--- src/rtl/forwarding_hazard_unit_if.sv ---
// ---------------------------------------------------------------------------
// forwarding_hazard_unit_if
//
// Groups the pipeline-facing signals of forwarding_hazard_unit.
//   master : pipeline side. Drives the ID/EX instruction info and the perf
//            clear. Receives the forward selects, the stall/flush/wait
//            controls and the stall counter.
//   slave  : the hazard unit itself.
//
// Packing of multi-port fields: port k sits at [k*REG_AW +: REG_AW] for
// register addresses and at [2*k +: 2] for forward selects.
// ---------------------------------------------------------------------------
interface forwarding_hazard_unit_if #(
    parameter int REG_AW       = 5,
    parameter int NUM_RD_PORTS = 2,
    parameter int CNT_W        = 16
);
    // ID stage
    logic                           id_valid_i;
    logic [NUM_RD_PORTS*REG_AW-1:0] id_rs_i;
    logic [NUM_RD_PORTS-1:0]        id_rs_used_i;
    // EX stage
    logic                           ex_valid_i;
    logic [NUM_RD_PORTS*REG_AW-1:0] ex_rs_i;
    logic [REG_AW-1:0]              ex_rd_i;
    logic                           ex_regwrite_i;
    logic                           ex_load_i;
    // Performance counter control
    logic                           perf_clr_i;
    // Results
    logic [2*NUM_RD_PORTS-1:0]      fwd_sel_o;
    logic                           stall_if_id_o;
    logic                           flush_id_ex_o;
    logic                           mem_wait_o;
    logic [CNT_W-1:0]               stall_cnt_o;

    modport master (
        output id_valid_i, id_rs_i, id_rs_used_i,
        output ex_valid_i, ex_rs_i, ex_rd_i, ex_regwrite_i, ex_load_i,
        output perf_clr_i,
        input  fwd_sel_o, stall_if_id_o, flush_id_ex_o, mem_wait_o, stall_cnt_o
    );

    modport slave (
        input  id_valid_i, id_rs_i, id_rs_used_i,
        input  ex_valid_i, ex_rs_i, ex_rd_i, ex_regwrite_i, ex_load_i,
        input  perf_clr_i,
        output fwd_sel_o, stall_if_id_o, flush_id_ex_o, mem_wait_o, stall_cnt_o
    );
endinterface

--- src/rtl/forwarding_hazard_unit.sv ---
// ---------------------------------------------------------------------------
// forwarding_hazard_unit
//
// Forwarding and hazard control for an in-order pipeline. The unit keeps its
// own copy of the destination tags of the instructions in EX/MEM and MEM/WB,
// so the downstream pipeline registers do not have to feed RD back.
//
// Ports:
//   clk_i  : clock
//   rst_i  : asynchronous active-high reset
//   bus    : forwarding_hazard_unit_if.slave
//            inputs  - ID valid/sources/used mask, EX valid/sources/dest/
//                      regwrite/load, perf counter clear
//            outputs - per-port forward selects (10 EX/MEM, 01 MEM/WB,
//                      00 register file), stall_if_id_o, flush_id_ex_o,
//                      mem_wait_o, saturating stall cycle counter
//
// A load occupies MEM for MEM_LATENCY cycles; for the first MEM_LATENCY-1 of
// them mem_wait_o freezes the front of the pipeline and bubbles MEM/WB.
// ---------------------------------------------------------------------------
module forwarding_hazard_unit #(
    parameter int REG_AW       = 5,
    parameter int NUM_RD_PORTS = 2,
    parameter int MEM_LATENCY  = 1,
    parameter int CNT_W        = 16
) (
    input  logic                   clk_i,
    input  logic                   rst_i,
    forwarding_hazard_unit_if.slave bus
);

    localparam int WAIT_W = $clog2(MEM_LATENCY + 1);
    localparam logic [WAIT_W-1:0] WAIT_LOAD = WAIT_W'(MEM_LATENCY - 1);

    // ---------------------------------------------------------------------
    // Tag registers and counters
    // ---------------------------------------------------------------------
    logic              em_valid_reg;
    logic [REG_AW-1:0] em_rd_reg;
    logic              em_regwrite_reg;
    logic              em_load_reg;
    logic              mw_valid_reg;
    logic [REG_AW-1:0] mw_rd_reg;
    logic              mw_regwrite_reg;
    logic [WAIT_W-1:0] wait_cnt_reg;
    logic [WAIT_W-1:0] wait_cnt_next;
    logic [CNT_W-1:0]  stall_cnt_reg;
    logic [CNT_W-1:0]  stall_cnt_next;

    logic mem_wait;
    logic load_enter;
    logic load_use;
    logic stall;

    assign mem_wait   = (wait_cnt_reg != '0);
    // A load only enters EX/MEM when the pipeline is not frozen.
    assign load_enter = bus.ex_valid_i & bus.ex_load_i & ~mem_wait;

    // ---------------------------------------------------------------------
    // Forward selects: EX/MEM (younger) wins over MEM/WB. A load in EX/MEM
    // has no data yet, so it never forwards from there.
    // ---------------------------------------------------------------------
    generate
        for (genvar gi = 0; gi < NUM_RD_PORTS; gi++) begin : g_fwd
            logic [REG_AW-1:0] rs;
            logic              em_hit;
            logic              mw_hit;

            assign rs     = bus.ex_rs_i[gi*REG_AW +: REG_AW];
            assign em_hit = em_valid_reg & em_regwrite_reg & ~em_load_reg &
                            (em_rd_reg != '0) & (em_rd_reg == rs);
            assign mw_hit = mw_valid_reg & mw_regwrite_reg &
                            (mw_rd_reg != '0) & (mw_rd_reg == rs);

            assign bus.fwd_sel_o[2*gi +: 2] = em_hit ? 2'b10 :
                                              mw_hit ? 2'b01 : 2'b00;
        end
    endgenerate

    // ---------------------------------------------------------------------
    // Load-use detection against the load currently in EX
    // ---------------------------------------------------------------------
    logic [NUM_RD_PORTS-1:0] port_hit;

    generate
        for (genvar gi = 0; gi < NUM_RD_PORTS; gi++) begin : g_lu
            assign port_hit[gi] = bus.id_rs_used_i[gi] &
                                  (bus.id_rs_i[gi*REG_AW +: REG_AW] == bus.ex_rd_i);
        end
    endgenerate

    // Gated by reset so that every control output is quiet while in reset.
    assign load_use = ~rst_i & bus.id_valid_i & bus.ex_valid_i & bus.ex_load_i &
                      bus.ex_regwrite_i & (bus.ex_rd_i != '0) & (|port_hit);

    // The memory wait already holds ID/EX, so no bubble is inserted during
    // it; the load-use is simply seen again once the wait releases.
    assign stall             = load_use | mem_wait;
    assign bus.stall_if_id_o = stall;
    assign bus.flush_id_ex_o = load_use & ~mem_wait;
    assign bus.mem_wait_o    = mem_wait;
    assign bus.stall_cnt_o   = stall_cnt_reg;

    // ---------------------------------------------------------------------
    // Next-state logic for the counters
    // ---------------------------------------------------------------------
    always_comb begin
        wait_cnt_next = wait_cnt_reg;
        if (load_enter) begin
            wait_cnt_next = WAIT_LOAD;
        end else if (mem_wait) begin
            wait_cnt_next = wait_cnt_reg - WAIT_W'(1);
        end
    end

    always_comb begin
        stall_cnt_next = stall_cnt_reg;
        if (bus.perf_clr_i) begin
            stall_cnt_next = '0;
        end else if (stall && (stall_cnt_reg != '1)) begin
            stall_cnt_next = stall_cnt_reg + CNT_W'(1);
        end
    end

    // ---------------------------------------------------------------------
    // Tag pipeline: advances with the real pipeline, holds EX/MEM and
    // bubbles MEM/WB while a multi-cycle load sits in MEM.
    // ---------------------------------------------------------------------
    always_ff @(posedge clk_i or posedge rst_i) begin
        if (rst_i) begin
            em_valid_reg    <= 1'b0;
            em_rd_reg       <= '0;
            em_regwrite_reg <= 1'b0;
            em_load_reg     <= 1'b0;
            mw_valid_reg    <= 1'b0;
            mw_rd_reg       <= '0;
            mw_regwrite_reg <= 1'b0;
        end else if (!mem_wait) begin
            em_valid_reg    <= bus.ex_valid_i;
            em_rd_reg       <= bus.ex_rd_i;
            em_regwrite_reg <= bus.ex_regwrite_i;
            em_load_reg     <= bus.ex_load_i;
            mw_valid_reg    <= em_valid_reg;
            mw_rd_reg       <= em_rd_reg;
            mw_regwrite_reg <= em_regwrite_reg;
        end else begin
            mw_valid_reg    <= 1'b0;
        end
    end

    always_ff @(posedge clk_i or posedge rst_i) begin
        if (rst_i) begin
            wait_cnt_reg  <= '0;
            stall_cnt_reg <= '0;
        end else begin
            wait_cnt_reg  <= wait_cnt_next;
            stall_cnt_reg <= stall_cnt_next;
        end
    end

endmodule

--- src/flat_wrapper.sv ---
// flat-port wrapper written by rule: the top's interface ports become plain ports
module forwarding_hazard_unit_flat 
#(
    parameter int REG_AW       = 5,
    parameter int NUM_RD_PORTS = 2,
    parameter int MEM_LATENCY  = 1,
    parameter int CNT_W        = 16
)
  (clk_i, rst_i, bus_id_valid_i, bus_id_rs_i, bus_id_rs_used_i, bus_ex_valid_i, bus_ex_rs_i, bus_ex_rd_i, bus_ex_regwrite_i, bus_ex_load_i, bus_perf_clr_i, bus_fwd_sel_o, bus_stall_if_id_o, bus_flush_id_ex_o, bus_mem_wait_o, bus_stall_cnt_o);
  forwarding_hazard_unit_if #(.REG_AW(REG_AW), .NUM_RD_PORTS(NUM_RD_PORTS), .CNT_W(CNT_W)) bus_i ();
  input  logic clk_i;
  input  logic rst_i;
  input wire logic [$bits(bus_i.id_valid_i)-1:0] bus_id_valid_i;
  input wire logic [$bits(bus_i.id_rs_i)-1:0] bus_id_rs_i;
  input wire logic [$bits(bus_i.id_rs_used_i)-1:0] bus_id_rs_used_i;
  input wire logic [$bits(bus_i.ex_valid_i)-1:0] bus_ex_valid_i;
  input wire logic [$bits(bus_i.ex_rs_i)-1:0] bus_ex_rs_i;
  input wire logic [$bits(bus_i.ex_rd_i)-1:0] bus_ex_rd_i;
  input wire logic [$bits(bus_i.ex_regwrite_i)-1:0] bus_ex_regwrite_i;
  input wire logic [$bits(bus_i.ex_load_i)-1:0] bus_ex_load_i;
  input wire logic [$bits(bus_i.perf_clr_i)-1:0] bus_perf_clr_i;
  output wire logic [$bits(bus_i.fwd_sel_o)-1:0] bus_fwd_sel_o;
  output wire logic [$bits(bus_i.stall_if_id_o)-1:0] bus_stall_if_id_o;
  output wire logic [$bits(bus_i.flush_id_ex_o)-1:0] bus_flush_id_ex_o;
  output wire logic [$bits(bus_i.mem_wait_o)-1:0] bus_mem_wait_o;
  output wire logic [$bits(bus_i.stall_cnt_o)-1:0] bus_stall_cnt_o;
  assign bus_i.id_valid_i = bus_id_valid_i;
  assign bus_i.id_rs_i = bus_id_rs_i;
  assign bus_i.id_rs_used_i = bus_id_rs_used_i;
  assign bus_i.ex_valid_i = bus_ex_valid_i;
  assign bus_i.ex_rs_i = bus_ex_rs_i;
  assign bus_i.ex_rd_i = bus_ex_rd_i;
  assign bus_i.ex_regwrite_i = bus_ex_regwrite_i;
  assign bus_i.ex_load_i = bus_ex_load_i;
  assign bus_i.perf_clr_i = bus_perf_clr_i;
  assign bus_fwd_sel_o = bus_i.fwd_sel_o;
  assign bus_stall_if_id_o = bus_i.stall_if_id_o;
  assign bus_flush_id_ex_o = bus_i.flush_id_ex_o;
  assign bus_mem_wait_o = bus_i.mem_wait_o;
  assign bus_stall_cnt_o = bus_i.stall_cnt_o;
  forwarding_hazard_unit #(.REG_AW(REG_AW), .NUM_RD_PORTS(NUM_RD_PORTS), .MEM_LATENCY(MEM_LATENCY), .CNT_W(CNT_W)) u_core (.clk_i(clk_i), .rst_i(rst_i), .bus(bus_i));
endmodule
--- config.mk ---
export PLATFORM = sky130hd
export DESIGN_NAME = forwarding_hazard_unit_flat
export DESIGN_NICKNAME = d
export VERILOG_FILES = /design/src/rtl/forwarding_hazard_unit_if.sv /design/src/rtl/forwarding_hazard_unit.sv /design/src/flat_wrapper.sv
export SDC_FILE = /design/constraint.sdc
export NUM_CORES = 1
export LEC_CHECK = 0
export BUFFER_PORTS_ARGS = -buffer_cell sky130_fd_sc_hd__buf_2
export CORE_ASPECT_RATIO = 1.4
export CORE_UTILIZATION = 30
export CTS_CLUSTER_DIAMETER = 60
export DETAILED_ROUTE_END_ITERATION = 12
export PLACE_DENSITY = 0.61
export SYNTH_ARGS = -nofsm -noshare
export SYNTH_HDL_FRONTEND = slang
export SYNTH_SLANG_ARGS = --single-unit
export TNS_END_PERCENT = 1
--- constraint.sdc ---
create_clock -name clk_i -period 8.2 [get_ports clk_i]
set_clock_uncertainty 0.1 [all_clocks]
set_input_delay 2.46 -clock clk_i [delete_from_list [all_inputs] [get_ports clk_i]]
set_output_delay 2.46 -clock clk_i [all_outputs]
set_load 0.02 [all_outputs]
==> metrics, run 1 <==
status finished, final reports clean; startpoint class of the critical path primary input; post-synth top area share 44.3%; Slew Viols, Final 0; CTS tree built; core area 5570 µm²; root buf cell clkbuf_8; DPL Wire Length 3.23 mm; reg2reg end u_core.bus.stall_cnt_o[9]; floorplan row count 32; Sequential cell area 776 µm²; final net count 263; WL final 4.23 mm; register area share after synthesis 44.3%; Slew HR 57.9%; post-CTS setup buffer count 0; CP max FO 6; IO Count 57; Initial Util 31.5%; DR vias/cell 5.10; worst skew pair latency 0.28 ns; Residual DRC 0; distinct cell type count after synthesis 38; Num CTS Buffers 5; Routability Congestion 0.716; measured slew at the worst slew-check pin 0.630 ns; Post-Synth XOR/XNOR Area 15.0%; power share of the clock group 44.3%; Synth Area in Adders 0.714%; Synth warnings 0; Synth Register Bits 31; Critical Path Sink bus_flush_id_ex_o; Seq pwr share 46.0%; Synth Area per Inst 9.96 µm²; worst min path class reg2reg; initial DRC count 28; clk sinks 31; RSZ-0062 raised after global routing no; setup_tns 0 ns; Vias 1516; Mapped Area 1750 µm²; Max-cap violations 0; CTS resizes 0; first-pass GRT wire length 7.01 mm; compound-cell area share of the yosys netlist 11.6%; antenna viol nets, final 0; Post-Synth Simple-Gate Area 22.3%; fill count 580; FF-to-FF Start u_core.bus.stall_cnt_o[0]; Max VDD drop 0.102 mV; Port-buffer cells 55; Final period util 77.3%; Final Critical Period 6.34 ns; DRT Pass-1 Iters 4; Die Area 6160 µm²; Final setup viols 0; leakage 0.000948 µW; max FFs per register 16; vias in the first global route 1524; GRT Residual Overflow 0; R2R Setup Slk 5.62 ns; Combinational Power Share 9.7%; Die Ht 92.4 µm; type of destination of the critical path primary output; crit path kind in2out; switching share of power 22.5%; Clock transition at path regs 0.06 ns; clk buf depth 2; initial antenna violation count 0; multi-input combinational cell area 897 µm²; final-report hold violation count 0; Pwr per Cell Area 160 nW/µm²; Worst Path Arrival 3.78 ns; Syn-to-layout area delta 24.2%; largest net degree at the start of global routing 32; CTS hold repair buffers 0; fin util 39.1%; Synth area leaders dfrtp_1 (44%), xor2_1 (10%), or4_1 (5.6%); Total Routing Usage GR 14.9%; WHS Path Cells 0; P_int 270 µW; ratio of cells with drive above 1 in the final layout 30.1%; Mapped Nets 211; R2R cell count 6; largest family of logic cells by synthesized area simple AND/OR/NAND/NOR gates; n_diodes 0; Max Clk Rate 158 MHz; Syn Inst Count 176; largest area contributor in the synthesized netlist dfrtp_1; Worst EP required 5.64 ns; width of the die 66.6 µm; CP Launch Point bus_ex_rd_i[1]; H-tree depth 2; Routed WL per cell 14.2 µm; mux contribution to synthesized area 1.28%; Net Switching 78.6 µW
layout by cell type, fill, tap and decap left out, drive strengths merged, types with 2 or more instances in the layout:
| cell | Yosys | final |
|---|---|---|
| o21ba | 2 | 2 |
| nor2b | 4 | 4 |
| o31ai | 8 | 8 |
| nor2 | 7 | 7 |
| or3 | 3 | 3 |
| mux2 | 2 | 2 |
| xor2 | 20 | 20 |
| nand2 | 5 | 5 |
| nand4 | 8 | 8 |
| nor3 | 4 | 4 |
| buf | 8 | 57 |
| nand3 | 9 | 9 |
| nor4 | 6 | 6 |
| or4 | 13 | 13 |
| inv | 3 | 3 |
| a21oi | 11 | 11 |
| dfrtp | 31 | 31 |
| o21ai | 5 | 5 |
| xnor2 | 10 | 10 |
| clkbuf | 4 | 6 |
layout make-up:
class | instances | share of cell area [%]
clock buffers | 6 | 3.79
multi-input cells | 130 | 41.2
flip-flops and latches | 31 | 35.6
clock inverters | 2 | 1.61
well taps | 68 | 3.91
repair buffers | 57 | 13.3
inverters | 3 | 0.517
synthesized netlist by cell type:
cell type,number
nor4_1,5
o211ai_1,1
o31ai_1,8
o21ba_2,1
nand2_1,5
or3_1,3
xnor2_1,10
and4_1,1
buf_4,6
dfrtp_1,31
or2_2,1
nor2_1,7
a32oi_1,1
and3_1,1
nor4b_1,1
nor4_2,1
o211a_2,1
nor3_1,4
o21ai_1,3
conb_1,1
or4_1,13
a311oi_1,1
mux2_1,2
nor2b_1,4
o21ai_0,2
buf_1,1
and2_1,1
xor2_1,20
a21oi_1,11
o21ba_1,1
inv_1,3
ha_1,1
buf_2,1
nand4_1,8
and4b_1,1
nand3_1,9
clkbuf_1,4
o41ai_1,1
metrics by stage:
stage / setup slack [ns] / hold slack, ns / area [µm²] / total power (µW) / cells
finish: 1.86 / 0.278 / 2180 / 349 / 297
global route: 1.75 / 0.302 / 2180 / 367 / 297
CTS: 1.84 / 0.280 / 2180 / 355 / 297
detailed placement: 1.84 / 0.265 / 2060 / 198 / 289
global placement: 1.85 / 0.260 / 2060 / 197 / 289
floorplan: 1.67 / 0.254 / 1750 / 182 / 176
cell families after synthesis:
kind of cell | count (synthesis)
adders and majority gates | 1
AOI/OAI and AO/OA | 31
DFF | 31
xor gates and xnor gates | 30
buffers and inverters | 15
muxes | 2
other | 1
and+or+nand+nor | 65
power groups by stage:
| stage | logic [µW] | clock network [µW] | registers [µW] |
|---|---|---|---|
| 2_1_floorplan | 19.6 | 0 | 162 |
| 3_3_place_gp | 34.0 | 0 | 163 |
| 3_5_place_dp | 34.6 | 0 | 163 |
| 4_1_cts | 34.7 | 160 | 160 |
| 5_1_grt | 38.1 | 168 | 161 |
| 6_report | 33.9 | 155 | 160 |
layer usage:
layer	routed length, µm	share of wire (%)	vias up	track usage (%)
met4	41	0.97	0	4.26
li1	-	-	750	-
met5	0	0	-	0
met3	247	5.8	4	4.56
met2	2270	54	42	27.0
met1	1680	40	720	16.1
critical path: stages:
cell and delay (ns):
buf_2 0.13, or4_1 0.55, o211a_2 0.31, nor2b_1 0.15, buf_2 0.17
worst min path at each step:
stage	endpoint	slack, ns	startpoint
floorplan	u_core.mw_regwrite_reg	0.25	u_core.em_regwrite_reg
global placement	u_core.mw_valid_reg	0.26	u_core.em_valid_reg
detailed placement	u_core.mw_valid_reg	0.26	u_core.em_valid_reg
CTS	u_core.mw_valid_reg	0.28	u_core.em_valid_reg
global route	u_core.mw_valid_reg	0.30	u_core.em_valid_reg
finish	u_core.mw_valid_reg	0.28	u_core.em_valid_reg
Power figures use the tool's default switching activity.
==> inputs of run 2 (changes only) <==
PLACE_DENSITY = 0.63   (was 0.61)
clock period = 5.3 ns   (was 8.2 ns; I/O delays follow)
==> run 2 against run 1 <==
Effect of this change: final cell count down 0.34%; flip-flop and latch count unchanged; clock power up 21%; worst hold slack worse by 0.0012 ns; global-route usage down 0.14 points; count of clock-buffer cells in the layout unchanged; critical path type unchanged.
==> metrics, run 2 (synthesis gave the netlist of run 1 again) <==
root buf cell clkbuf_8 (unchanged); Combinational Power Share 10.8% (was 9.7%); Residual DRC 0 (unchanged); n_diodes 0 (unchanged); Worst EP required 3.61 ns (was 5.64 ns); largest net degree at the start of global routing 32 (unchanged); crit-path max cell delay 0.55 ns (about the same); measured slew at the worst slew-check pin 0.627 ns (was 0.630 ns); Seq pwr share 50.7% (was 46.0%); Final period util 86.7%; DRT Pass-1 Iters 4 (unchanged); RSZ-0062 raised after global routing no (unchanged); DR vias/cell 5.13 (was 5.10); worst skew pair latency 0.28 ns (about the same); GRT Residual Overflow 0 (unchanged); Slew HR 58.1% (was 57.9%); CTS hold repair buffers 0 (unchanged); Worst Path Arrival 2.90 ns (was 3.78 ns); final net count 263 (unchanged); Worst path most repeated cell buf_2 (unchanged); final-report hold violation count 0 (unchanged); CP max FO 6 (unchanged); CP max-delay cell or4_1 (unchanged); clk sinks 31 (unchanged); Net Switching 121 µW (was 78.6 µW); Vias 1518 (was 1516); Max Clk Rate 218 MHz; Clock transition at path regs 0.06 ns (about the same); Port-buffer cells 55 (unchanged); power share of the clock group 38.5% (was 44.3%); width of the die 66.6 µm (unchanged); core area 5570 µm² (unchanged); Final Critical Period 4.59 ns; Pwr per Cell Area 228 nW/µm² (was 160 nW/µm²); Total Routing Usage GR 14.7% (was 14.9%); Num CTS Buffers 5 (unchanged); Max VDD drop 0.145 mV (was 0.102 mV); Syn-to-layout area delta 22.5% (was 24.2%); fill count 568 (was 580); startpoint class of the critical path primary input (unchanged); DPL Wire Length 3.14 mm (was 3.23 mm); Max-cap violations 0 (unchanged); vias in the first global route 1459 (was 1524); multi-input combinational cell area 897 µm² (unchanged); CTS tree built (unchanged); post-CTS setup buffer count 0 (unchanged); Final setup viols 0 (unchanged); initial DRC count 50 (was 28); Sequential cell area 776 µm² (unchanged); CP cell instances buf_2 -> or4_1 -> o211a_2 -> nor2b_1 -> buf_2 (unchanged); IO Count 57 (unchanged); H-tree depth 2 (unchanged); clk buf depth 2 (unchanged); P_int 368 µW (was 270 µW); Overall Power 489 µW (was 349 µW); crit path kind in2out (unchanged); Routed WL per cell 14.1 µm (was 14.2 µm); most common cell after layout, fill and taps aside buf_2 (unchanged); Initial Util 31.5% (unchanged); floorplan row count 32 (unchanged); antenna viol nets, final 0 (unchanged); most frequent cells in the layout buf_2 (55), dfrtp_1 (31), xor2_1 (20), or4_1 (13), a21oi_1 (11) (unchanged); Routability Congestion 0.747 (was 0.716); switching share of power 24.7% (was 22.5%); leakage 0.000934 µW (was 0.000948 µW); Slew Viols, Final 0 (unchanged); type of destination of the critical path primary output (unchanged); Die Area 6160 µm² (unchanged); first-pass GRT wire length 6.75 mm (was 7.01 mm); initial antenna violation count 0 (unchanged); status finished, final reports clean (unchanged); WL final 4.16 mm (was 4.23 mm); ratio of cells with drive above 1 in the final layout 29.8% (was 30.1%); CTS resizes 0 (unchanged); setup_tns 0 ns (unchanged); max FFs per register 16 (unchanged); Die Ht 92.4 µm (unchanged); worst min path class reg2reg (unchanged)
-- run 2: cell types whose count changed in the layout (fill, tap and decap cells not counted) --
cell       delta
bufinv_16     -1
-- run 2: per-layer routing --
layer | routed length, µm | part of all wire, % | global-route usage, %
met5 | 0 | 0 | 0
met4 | 65 | 1.6 | 5.32
met3 | 283 | 6.8 | 5.17
met2 | 2100 | 50 | 24.1
met1 | 1710 | 41 | 17.5
-- run 2: cell type report --
class                   instances  area share (%)
clock buffers                   6            3.85
well taps                      68            3.96
clock inverters                 1           0.233
repair buffers                 57            13.5
multi-input cells             130            41.8
inverters                       3           0.524
flip-flops and latches         31            36.1
-- run 2: path summary, 6_finish.rpt --
| check | slack, ns | to | cells after the start | startpoint |
|---|---|---|---|---|
| max | 0.71 | bus_flush_id_ex_o | 5 | bus_ex_rd_i[1] |
| min | 0.28 | u_core.mw_regwrite_reg | 0 | u_core.em_regwrite_reg |
| max reg2reg | 2.75 | u_core.bus.stall_cnt_o[9] | 6 | u_core.bus.stall_cnt_o[0] |
| min reg2reg | 0.28 | u_core.mw_regwrite_reg | 0 | u_core.em_regwrite_reg |
| max in group asynchronous | 3.53 | u_core.bus.stall_cnt_o[5] | 3 | rst_i |
| min in group asynchronous | 1.28 | u_core.bus.stall_cnt_o[13] | 3 | rst_i |
-- run 2: metrics by stage --
stage | cells | util, % | setup WS, ns | hold WS [ns] | area (µm²)
6_report | 296 | 38.6 | 0.705 | 0.276 | 2150
5_1_grt | 296 | 38.6 | 0.661 | 0.304 | 2150
4_1_cts | 296 | 38.6 | 0.673 | 0.276 | 2150
3_5_place_dp | 289 | 37.0 | 0.680 | 0.261 | 2060
3_3_place_gp | 289 | 37.0 | 0.681 | 0.261 | 2060
2_1_floorplan | 176 | - | 0.510 | 0.254 | 1750
-- run 2: worst max-delay path, delay by kind of cell --
kind	cells	cell delay, ns
buffers and inverters	2	0.30
AND/OR/NAND/NOR	2	0.70
AO/OA/AOI/OAI	1	0.31
-- run 2: power groups by stage --
stage | Sequential, µW | Clock [µW] | Combinational (µW)
6_report | 248 | 188 | 52.5
2_1_floorplan | 251 | 0 | 30.4
5_1_grt | 249 | 203 | 58.6
4_1_cts | 248 | 194 | 53.8
3_3_place_gp | 252 | 0 | 53.0
3_5_place_dp | 252 | 0 | 53.6
